$ cat src/rtl/input_debounce.sv
// ----------------------------------------------------------------------------
// input_debounce
//   Button front end: synchronises the eight raw K0/K1 pin levels into the
//   clk domain and debounces each lane independently. A lane's output only
//   adopts a new level after DEBOUNCE_CYCLES uninterrupted differing samples.
//
//   Optional feature (macro INPUT_DEBOUNCE_CHANGE_STROBE_EN):
//     adds change_strobe[7:0], a one-cycle pulse coincident with each output
//     bit update (bits [3:0] = k0, bits [7:4] = k1).
//
//   Reset: reset_n asserts asynchronously everywhere. The pin synchronisers
//   release directly with reset_n; the debounce counters and outputs release
//   through a two-flop reset synchroniser. By the time the first synchronised
//   pin sample reaches s2 the debounce logic is out of reset, so the latency
//   from release matches the latency from a clean input change (2 + D edges).
// ----------------------------------------------------------------------------
module input_debounce #(
    parameter int unsigned DEBOUNCE_CYCLES = 4096,
    parameter logic        IDLE_LEVEL      = 1'b1
) (
    input  logic       clk,
    input  logic       reset_n,
    input  logic [3:0] raw_k0,
    input  logic [3:0] raw_k1,
    output logic [3:0] input_k0,
    output logic [3:0] input_k1
`ifdef INPUT_DEBOUNCE_CHANGE_STROBE_EN
    ,
    output logic [7:0] change_strobe
`endif
);

    localparam int unsigned      LANES    = 8;
    localparam int unsigned      CNT_W    = $clog2(DEBOUNCE_CYCLES + 1);
    localparam logic [CNT_W-1:0] CNT_LAST = CNT_W'(DEBOUNCE_CYCLES - 1);
    localparam logic [CNT_W-1:0] CNT_ONE  = CNT_W'(1);
    localparam logic [7:0]       IDLE_VEC = {8{IDLE_LEVEL}};

    // Lane order: bits [3:0] are K00..K03, bits [7:4] are K10..K13
    logic [7:0] raw_s;
    logic [7:0] sync1_r;
    logic [7:0] sync2_r;
    logic [7:0] level_r;
    logic [1:0] rst_sync_r;
    logic       core_rst_n_s;

`ifdef INPUT_DEBOUNCE_CHANGE_STROBE_EN
    logic [7:0] strobe_r;
`endif

    assign raw_s        = {raw_k1, raw_k0};
    assign core_rst_n_s = rst_sync_r[1];

    // Reset release synchroniser: asserts with reset_n, releases two clk edges later
    always_ff @(posedge clk or negedge reset_n) begin
        if (!reset_n) begin
            rst_sync_r <= 2'b00;
        end else begin
            rst_sync_r <= {rst_sync_r[0], 1'b1};
        end
    end

    // Two-flop pin synchroniser for all eight lanes
    always_ff @(posedge clk or negedge reset_n) begin
        if (!reset_n) begin
            sync1_r <= IDLE_VEC;
            sync2_r <= IDLE_VEC;
        end else begin
            sync1_r <= raw_s;
            sync2_r <= sync1_r;
        end
    end

    for (genvar lane = 0; lane < LANES; lane++) begin : g_lane
        logic [CNT_W-1:0] count_r;

        // Debounce counter and output level for one lane; counter never wraps
        always_ff @(posedge clk or negedge core_rst_n_s) begin
            if (!core_rst_n_s) begin
                count_r        <= '0;
                level_r[lane]  <= IDLE_LEVEL;
`ifdef INPUT_DEBOUNCE_CHANGE_STROBE_EN
                strobe_r[lane] <= 1'b0;
`endif
            end else if (sync2_r[lane] == level_r[lane]) begin
                count_r        <= '0;
`ifdef INPUT_DEBOUNCE_CHANGE_STROBE_EN
                strobe_r[lane] <= 1'b0;
`endif
            end else if (count_r != CNT_LAST) begin
                count_r        <= count_r + CNT_ONE;
`ifdef INPUT_DEBOUNCE_CHANGE_STROBE_EN
                strobe_r[lane] <= 1'b0;
`endif
            end else begin
                count_r        <= '0;
                level_r[lane]  <= sync2_r[lane];
`ifdef INPUT_DEBOUNCE_CHANGE_STROBE_EN
                strobe_r[lane] <= 1'b1;
`endif
            end
        end
    end

    assign input_k0 = level_r[3:0];
    assign input_k1 = level_r[7:4];

`ifdef INPUT_DEBOUNCE_CHANGE_STROBE_EN
    assign change_strobe = strobe_r;
`endif

endmodule

$ cat config.mk
export PLATFORM = sky130hd
export DESIGN_NAME = input_debounce
export DESIGN_NICKNAME = d
export VERILOG_FILES = /design/src/rtl/input_debounce.sv
export SDC_FILE = /design/constraint.sdc
export NUM_CORES = 1
export LEC_CHECK = 0
export CORE_UTILIZATION = 50
export DETAILED_ROUTE_END_ITERATION = 10
export GPL_TIMING_DRIVEN = 0
export PLACE_DENSITY_LB_ADDON = 0.08
export SYNTH_ARGS = -nofsm -noshare
export SYNTH_HDL_FRONTEND = slang
export SYNTH_SLANG_ARGS = --single-unit
$ cat constraint.sdc
create_clock -name clk -period 4.1 [get_ports clk]
set_clock_uncertainty 0.1 [all_clocks]
set_input_delay 0.82 -clock clk [delete_from_list [all_inputs] [get_ports clk]]
set_output_delay 0.82 -clock clk [all_outputs]
set_load 0.05 [all_outputs]
Word level (Yosys, flattened, before mapping):

Cells that the tools add are included.

* mux-type cells: 16
* eq/ne operators: 16
* reduce and logical (&&, ||, !) cells: 8
* bitwise gates (word level): 16
* add/subtract/negate cells: 8

Operators by type and width (count)
* $mux 13: 16
* $add 13x1->13 const B: 8
* $ne 13x12->1 const B: 8
* $not 1->1: 16
* $reduce_and 2->1: 8
* $eq 1x1->1: 8

* register bits: 130
* word-level logic and storage cells: 83

Depth between registers and ports, before layout:

Gate-level depths: netlist of run 1.

* depth in word-level cells: 3
* depth in mapped cells: 6

Worst setup path after synthesis of run 1:

OpenSTA, ideal clock, no wires.

* path type: register -> output
* from: reg level_r[0] (netlist: input_k0[0])
* to: out input_k0[0]
* buffers on the path: 0
* arrival: 678 ps
* setup slack: 2502 ps
* stages on the path, launching flop included: 1
* path through: dfstp_2

RTL lines
* start: declaration: RTL line 43 `logic [7:0] level_r;`
* start signal: indexed assignment: RTL line 97 `level_r[lane] <= sync2_r[lane];`
* end: declaration: RTL line 25 `output logic [3:0] input_k0,`

No word-level cell between the ends.

Final worst setup path of run 1:

* from: reg level_r[6] (netlist: input_k1[2])
* to: out input_k1[2]

RTL lines
* end: declaration: RTL line 26 `output logic [3:0] input_k1`

No word-level cell between the ends.

==> run summary, run 1 <==
The flow ran to the end, and the final reports show no timing, DRC or antenna violations. During placement, the flow inserted port buffers numbering 17. The cell-internal power is roughly 2.3 mW. TritonCTS built the clock tree. The area enclosed by the die boundary is about 12000 um^2. The fraction of the mapped netlist area in adder cells came out at 1.722%. The buffer depth of the longest clock path came out at 2. Together, buffers and inverters on the worst path number 1. The number of filler cells placed in the layout came out at 914. Setup repair after global routing left no endpoint under its margin. The later-pin clock latency in the skew report came out at 410 ps. The actual transition at the worst max-transition pin came out at 971.6 ps. Of all cell types, the one taking the most synthesized area is dfrtp_1. In this run, placement finished with an instance count of between 600 and 700.

The tree built by TritonCTS fans out to 130 sinks. The first-pass GRT wire length is 16.28 mm. The clock transition at the registers of the reported paths came out at 50 ps. The maximum number of pins on one net before global-route repair is 58. The worst slew slack as a fraction of its limit is 35.03%. The synthesized netlist devotes 0.5380% of its cell area to compound gates. The delay of the slowest critical-path stage came out at 810 ps. The area growth from synthesis to layout is 16.53%. The post-synthesis sequential area ratio came out at between 50 and 60%. The post-detailed-placement cell area came out at about 6200 um^2. The post-route netlist has 15.30% of its cells at a drive strength greater than 1.

The power dissipated by switching net loads came out at 0.5844 mW. The area share of the largest cell type after synthesis is between 40% and 50%. The endpoint arrival time on the critical path is ~1800 ps. The hold-fix buffer count after cts came out at 0. The power after layout is 2.902 mW.

The average wire per standard cell came out at 12.96 um. The number of nets with antenna violations after routing came out at 0. The remaining global-route overflow is 0. STA classifies the critical path startpoint as a register. The die boundary height came out at 109.8 um. The sequential cells in the finished layout cover a total of 3287 um^2.

The number of primary I/O pins came out at 18. A synthesized cell averages 11.36 um^2. Setup violations remaining at the end of the flow were counted as 0.

The cell family contributing the most delay on the critical path is buffers and inverters. The largest voltage drop on the vdd net came out at roughly 350 uV. The netlist area before placement is a little under 6000 um^2. At the worst endpoint, the required time is 3180 ps. By startpoint and endpoint, the worst setup path is classified as register to output port. The count of unresolved DRC violations after routing is 0. The slowest cell on the critical path is clkdlybuf4s50_1. The multi-input combinational cells in the finished layout cover a total of 2381 um^2. The post-DP HPWL came out at 6.157 mm.

The post-layout utilization of the core came out at roughly three fifths. Traced cell by cell, the critical path runs through clkdlybuf4s50_1. The tightest hold path in the finished design has a slack of 242.6 ps. The number of vias in the routed layout came out at around 3600. The via count of the first global-routing pass came to 3660.

The first routing iteration left 187 violations. The leakage power figure is approximately 3.0 nW. Of the total power, registers draw 46.6%. The switching fraction of total power came out at 20.14%. In this run, CTS created clock tree buffers numbering 17.

The initial standard-cell utilization of the core is 51.14%. The buffer cell driving the clock tree root is clkbuf_16. The floorplan row count is 39. Along the worst path, the maximum fanout reaches 3.

The post-synth net total is 530. The count of different cell masters after synthesis came out at 30. The gate count of the mapped netlist came out at between 500 and 600. The areal power density over the cells came out at around 430 nW/um^2. The overall routed net length is 9.137 mm. Sorting the synthesized cells by area gives the leading types as dfrtp_1, dfstp_2, nor2_1.

The overall die width is 109.8 um. Dividing the detail-routed via count by the number of cells gives 5.152. After clock tree synthesis, the repair step resized 0 gates.

In the synthesized netlist, mux cells make up between 1.5 and 2% of the area. The synthesized design contains 130 register bits. Of the total synthesized cell area, the portion taken by AND, OR, NAND and NOR gates is 23.82%. Leaving out fill and tap cells, the most frequent cell in the layout is nor2_1. Based on the critical path, the design can be clocked at up to between 300 and 400 MHz. The number of H-tree levels came out at 4. The region available for standard cell placement spans between 10000 and 15000 um^2.

The number of buffers added for setup after CTS is 0. The detailed-router iteration count before antenna repair is 4. The final number of max-transition violations is 0. The share of the synthesized netlist area taken by xor and xnor gates is 13.26%. The hold violation count in the final report is 0. The reported max-cap violation count came out at 0. The initial antenna violation count is 0. The yosys synthesis warning count is 0. The worst setup path is captured at an output port. The post-layout instance count excluding filler cells is about 700. In the layout the commonest cells are nor2_1, dfrtp_1, xor2_1. The combined global-route utilization of all metal layers is 17.74%. The portion of total power attributed to the clock network is 50.2%. The path class of the tightest hold or removal check is register to register.

The final standard cell area without fillers is 6775 um^2. The final RePlAce weighted congestion is 0.7798. The final period demand of the worst path came out at between 2000 and 3000 ps.

The antenna cell count came out at 0. The portion of the clock cycle consumed by the worst path in the final layout is 65.74%. The total number of nets in the final design is 567. The combinational group share of total power is 3.2%. By area, the combinational part of the netlist is dominated by simple AND/OR/NAND/NOR gates.
## path summary, 6_finish.rpt
path,startpoint,end,slack [ps],depth (start not counted)
max,input_k1[2]$_DFFE_PN1P_,input_k1[2],1400,1
min,rst_sync_r[0]$_DFF_PN0_,rst_sync_r[1]$_DFF_PN0_,240,0
max reg2reg,g_lane[5].count_r[0]$_DFF_PN0_,g_lane[5].count_r[6]$_DFF_PN0_,2380,6
min reg2reg,rst_sync_r[0]$_DFF_PN0_,rst_sync_r[1]$_DFF_PN0_,240,0
max in group asynchronous,reset_n,rst_sync_r[1]$_DFF_PN0_,2340,1
min in group asynchronous,rst_sync_r[1]$_DFF_PN0_,g_lane[4].count_r[8]$_DFF_PN0_,300,0
## synthesized netlist by cell type (all sizes together)
library cell and number:
nor2 108, nor4 10, nand2b 3, and2 3, ha 8, mux2 8, xor2 45, o311a 3
inv 15, xnor2 43, nand3 26, nand4 37, nor3b 5, nand2 17, buf 8, or2 5
clkbuf 1, and3 16, dfstp 24, and4 7, nor3 13, dfrtp 106, conb 1
## logic make-up (layout without fill, tap and decap cells)
family / count (synthesis) / count (layout)
simple gates: 250 / 250
xor+xnor: 88 / 88
fa+ha+maj: 8 / 8
flops: 130 / 130
mux: 8 / 8
other cells: 1 / 1
buf+inv: 24 / 74
compound gates: 3 / 3
## through the flow
stage / TNS [ps] / setup WS [ps]
detailed placement: 0 / 1827
global route: 0 / 1360
floorplan: 0 / 603.0
CTS: 0 / 1391
finish: 0 / 1405
global placement: -82400 / -795.2
## registers in the layout, summed over array words and instances (netlist names)
register	count
input_k0	4
rst_sync_r	2
sync1_r	8
sync2_r	8
input_k1	4
g_lane.count_r	104
## layer usage
layer / share of wire, % / global-route usage [%]
met2: 48 / 28.35
met5: 0 / 0
met4: 1.4 / 6.476
met1: 48 / 22.53
met3: 3.0 / 5.750
## layout make-up
| class | count | area share (%) |
|---|---|---|
| flip-flops and latches | 130 | 48.51 |
| clock buffers | 27 | 7.424 |
| repair buffers | 18 | 2.918 |
| clock inverters | 5 | 1.145 |
| multi-input cells | 358 | 35.14 |
| inverters | 15 | 0.8310 |
| plain buffers | 9 | 1.385 |
| well taps | 143 | 2.641 |
## power by group through the flow
stage | Sequential [mW] | Clock, mW | Combinational, mW
3_5_place_dp | 1.38 | 0 | 0.0946
3_3_place_gp | 1.38 | 0 | 0.0787
4_1_cts | 1.35 | 1.49 | 0.0953
5_1_grt | 1.36 | 1.56 | 0.107
6_report | 1.35 | 1.46 | 0.0919
2_1_floorplan | 1.37 | 0 | 0.0563
## worst reg2reg max path, stage by stage, from the launching register on
cell and delay, ps:
dfrtp_1 380, ha_1 230, nand4_2 190, nor4_2 320
or2_1 190, buf_6 140, nor2_1 50
Power figures use the tool's default switching activity.
==> inputs of run 2 (changes only) <==
==> constraint.sdc (replaced) <==
create_clock -name clk -period 2.3 [get_ports clk]
set_clock_uncertainty 0.1 [all_clocks]
set_input_delay 0.46 -clock clk [delete_from_list [all_inputs] [get_ports clk]]
set_output_delay 0.46 -clock clk [all_outputs]
set_load 0.05 [all_outputs]
==> run 2 against run 1 <==
Sequential cell count did not move. Critical path depth is the same. Total power grew 75%. Sequential power rose by 79%.
==> run summary, run 2 (same netlist as run 1, synthesis figures left out) <==
The remaining global-route overflow is 0 (unchanged). The startpoint class of the critical path is a register (unchanged). The total number of nets in the final design came out at 567 (unchanged). The die boundary height came out at 109.8 um (unchanged). The later-pin clock latency in the skew report is 410 ps (about the same). The overall routed net length is 9.018 mm (was 9.137 mm). Outcome: completed (unchanged). The clock transition at the registers of the reported paths came out at 50 ps (about the same). The post-DP HPWL is 5.840 mm (was 6.157 mm). The post-detailed-placement cell area is 6195 um^2 (unchanged). The actual transition at the worst max-transition pin was 930.0 ps (was 971.6 ps). The number of H-tree levels came out at 4 (unchanged).

The timing-limited maximum frequency came out at 486.9 MHz. The destination of the worst register-to-register timing path is g_lane[2].count_r[7]$_DFF_PN0_ (was g_lane[5].count_r[6]$_DFF_PN0_). The start point of the critical path is input_k0[3]$_DFFE_PN1P_ (was input_k1[2]$_DFFE_PN1P_). The detailed-router iteration count before antenna repair came to 4 (unchanged). The average wire per standard cell is 12.79 um (was 12.96 um).

The initial standard-cell utilization of the core is 51.14% (unchanged). The kind of end point of the critical path is an output port (unchanged). The area enclosed by the die boundary is 12060 um^2 (unchanged). The switching fraction of total power came out at 20.75% (was 20.14%). The largest driver fanout on the critical path is 3 (unchanged).

The antenna cell count is 0 (unchanged). The power after layout came out at 5.076 mW (was 2.902 mW). The initial antenna violation count came out at 0 (unchanged). The wire length on met2 came to 4.189 mm (was 4.388 mm). Most frequent cells in the layout: nor2_1, dfrtp_1, xor2_1 (unchanged).

The worst-case hold path end point was rst_sync_r[1]$_DFF_PN0_ (unchanged). The final critical path takes up between 80 and 90% of the cycle. The register with the highest flop count is g_lane.count_r (unchanged). The largest voltage drop on the vdd net is 840.4 uV (was 345.2 uV). The number of primary I/O pins came out at 18 (unchanged).

The post-layout instance count excluding filler cells came to 705 (unchanged). The via count of the first global-routing pass came out at 3476 (was 3660). The power dissipated by switching net loads came to 1.053 mW (was 0.5844 mW). The clock tree from TritonCTS was done (unchanged). The worst endpoint required time came out at 1740 ps (was 3180 ps). The areal power density over the cells is 753.0 nW/um^2 (was 428.3 nW/um^2). The hold-fix buffer count after cts came out at 0 (unchanged).

The slowest cell on the critical path is dfstp_2 (was clkdlybuf4s50_1). The post-cts sizing count was 8 (was 0). The final RePlAce weighted congestion is 0.7494 (was 0.7798). The portion of total power attributed to the clock network was 49.2% (was 50.2%). The delay of the slowest critical-path stage is 550 ps (was 810 ps). The number of buffers added for setup after CTS came out at 0 (unchanged). The cell count after placement is 673 (unchanged).

The count of unresolved DRC violations after routing came to 0 (unchanged). The placeable core area was 11370 um^2 (unchanged). The post-route met1 wirelength came out at 4.406 mm (was 4.343 mm). The combinational group share of total power is 3.2% (about the same).

The kind of critical path is register to output port (unchanged). The worst hold path startpoint is rst_sync_r[0]$_DFF_PN0_ (unchanged). The reg2reg setup slack is 570 ps (was 2380 ps). The final period demand of the worst path came out at between 2000 and 2500 ps. The top layer used by detailed routing is met4 (unchanged). The number of instances on the worst hold path came out at 0 (unchanged). The leakage power figure came to 2.989 nW (was 2.967 nW). The ratio of cells with drive above 1 in the final layout is 15.12% (was 15.30%). Series of cell instances along the critical path: dlygate4sd2_1 (was clkdlybuf4s50_1). The worst hold path class is register to register (unchanged).

The depth of the most critical reg-to-reg path is 6 (unchanged). The combined global-route utilization of all metal layers came to 17.46% (was 17.74%). The number of vias in the routed layout came out at 3629 (was 3632).

The flip-flop count of the largest register, all copies and words added is 104 (unchanged). The final setup violation count is 0 (unchanged). The number of port buffers came out at 17 (unchanged). The cell-internal power is 4.023 mW (was 2.317 mW). The mean number of vias per cell is 5.148 (was 5.152). The reported max-cap violation count is 0 (unchanged). The worst slew slack as a fraction of its limit came out at 37.81% (was 35.03%).

The buffer depth of the longest clock path came out at 2 (unchanged). The endpoint arrival time on the critical path is 1490 ps (was 1780 ps). The met3 wire length came out at 276 um (unchanged). The buffer cell driving the clock tree root is clkbuf_16 (unchanged). The number of buffers and inverters on the critical path was 1 (unchanged).

The maximum number of pins on one net before global-route repair is 58 (unchanged). The overall die width is 109.8 um (unchanged). Registers with the highest flip-flop counts: g_lane.count_r x104, sync1_r x8, sync2_r x8 (unchanged).

The most common cell after layout, fill and taps aside is nor2_1 (unchanged). The startpoint of the worst register-to-register path was g_lane[2].count_r[0]$_DFF_PN0_ (was g_lane[5].count_r[0]$_DFF_PN0_). The number of buffers created by CTS came out at 17 (unchanged). The final-layout setup total negative slack came out at 0 ps (unchanged).

The area growth from synthesis to layout is 15.95% (was 16.53%). The first-pass GRT wire length is 15.97 mm (was 16.28 mm). The post-layout utilization of the core was 59.29% (was 59.59%). The final standard cell area without fillers came out at 6741 um^2 (was 6775 um^2).

The detailed router's first-iteration violation count came out at 182 (was 187). RSZ-0062 raised after global routing: false (unchanged). The sequential fraction of design power came out at 47.6% (was 46.6%). The hold violation count in the final report is 0 (unchanged). The family with the most delay on the worst path is flip-flops (was buffers and inverters). The final number of max-transition violations came out at 0 (unchanged).

The total clock sinks came out at 130 (unchanged). The floorplan row count is 39 (unchanged). The number of nets with antenna violations after routing came out at 0 (unchanged).
## run 2: cell count changes in the layout (fill, tap and decap cells not counted)
cell	delta
bufinv_16	-1
clkbuf_1	+1
clkinv_2	-1
clkdlybuf4s50_1	-8
dlygate4sd2_1	+8
clkinvlp_4	+1
## run 2: worst max-delay path by stage
stage | endpoint | slack (ps) | cells past startpoint
final | input_k0[3] | 250 | 1
after global routing | input_k0[3] | 180 | 1
after CTS | input_k0[3] | 210 | 1
after detailed placement | rst_sync_r[1]$_DFF_PN0_ | 400 | 1
after global placement | g_lane[2].count_r[3]$_DFF_PN0_ | -440 | 0
after floorplan | g_lane[0].count_r[0]$_DFF_PN0_ | 300 | 0
## run 2: metal layers
layer  vias up  GRT usage [%]
li1       1804              -
met1      1774          22.82
met2        40          26.16
met3        11          6.283
met4         0          7.429
met5         -              0
## run 2: cell type report
cell class / instances / area, um^2
clock buffers: 28 / 506.7
repair buffers: 18 / 187.7
multi-input cells: 358 / 2381
clock inverters: 4 / 50.05
plain buffers: 9 / 93.84
well taps: 143 / 178.9
inverters: 15 / 56.30
fillers: 930 / 4628
flip-flops and latches: 130 / 3287
## run 2: power groups by stage
stage                     Combinational [mW]  Clock [mW]  Sequential (mW)
after global routing                   0.189        2.66             2.43
after CTS                              0.169        2.57             2.42
after detailed placement               0.167           0             2.45
after global placement                 0.140           0             2.47
final                                  0.163        2.50             2.41
after floorplan                        0.100           0             2.45
## run 2: metrics by stage
| stage | hold WS (ps) | setup slack (ps) |
|---|---|---|
| floorplan | 64.41 | 302.0 |
| global placement | 231.6 | -443.5 |
| detailed placement | 236.4 | 398.3 |
| CTS | 248.5 | 208.5 |
| global route | 251.4 | 184.7 |
| finish | 246.8 | 246.4 |
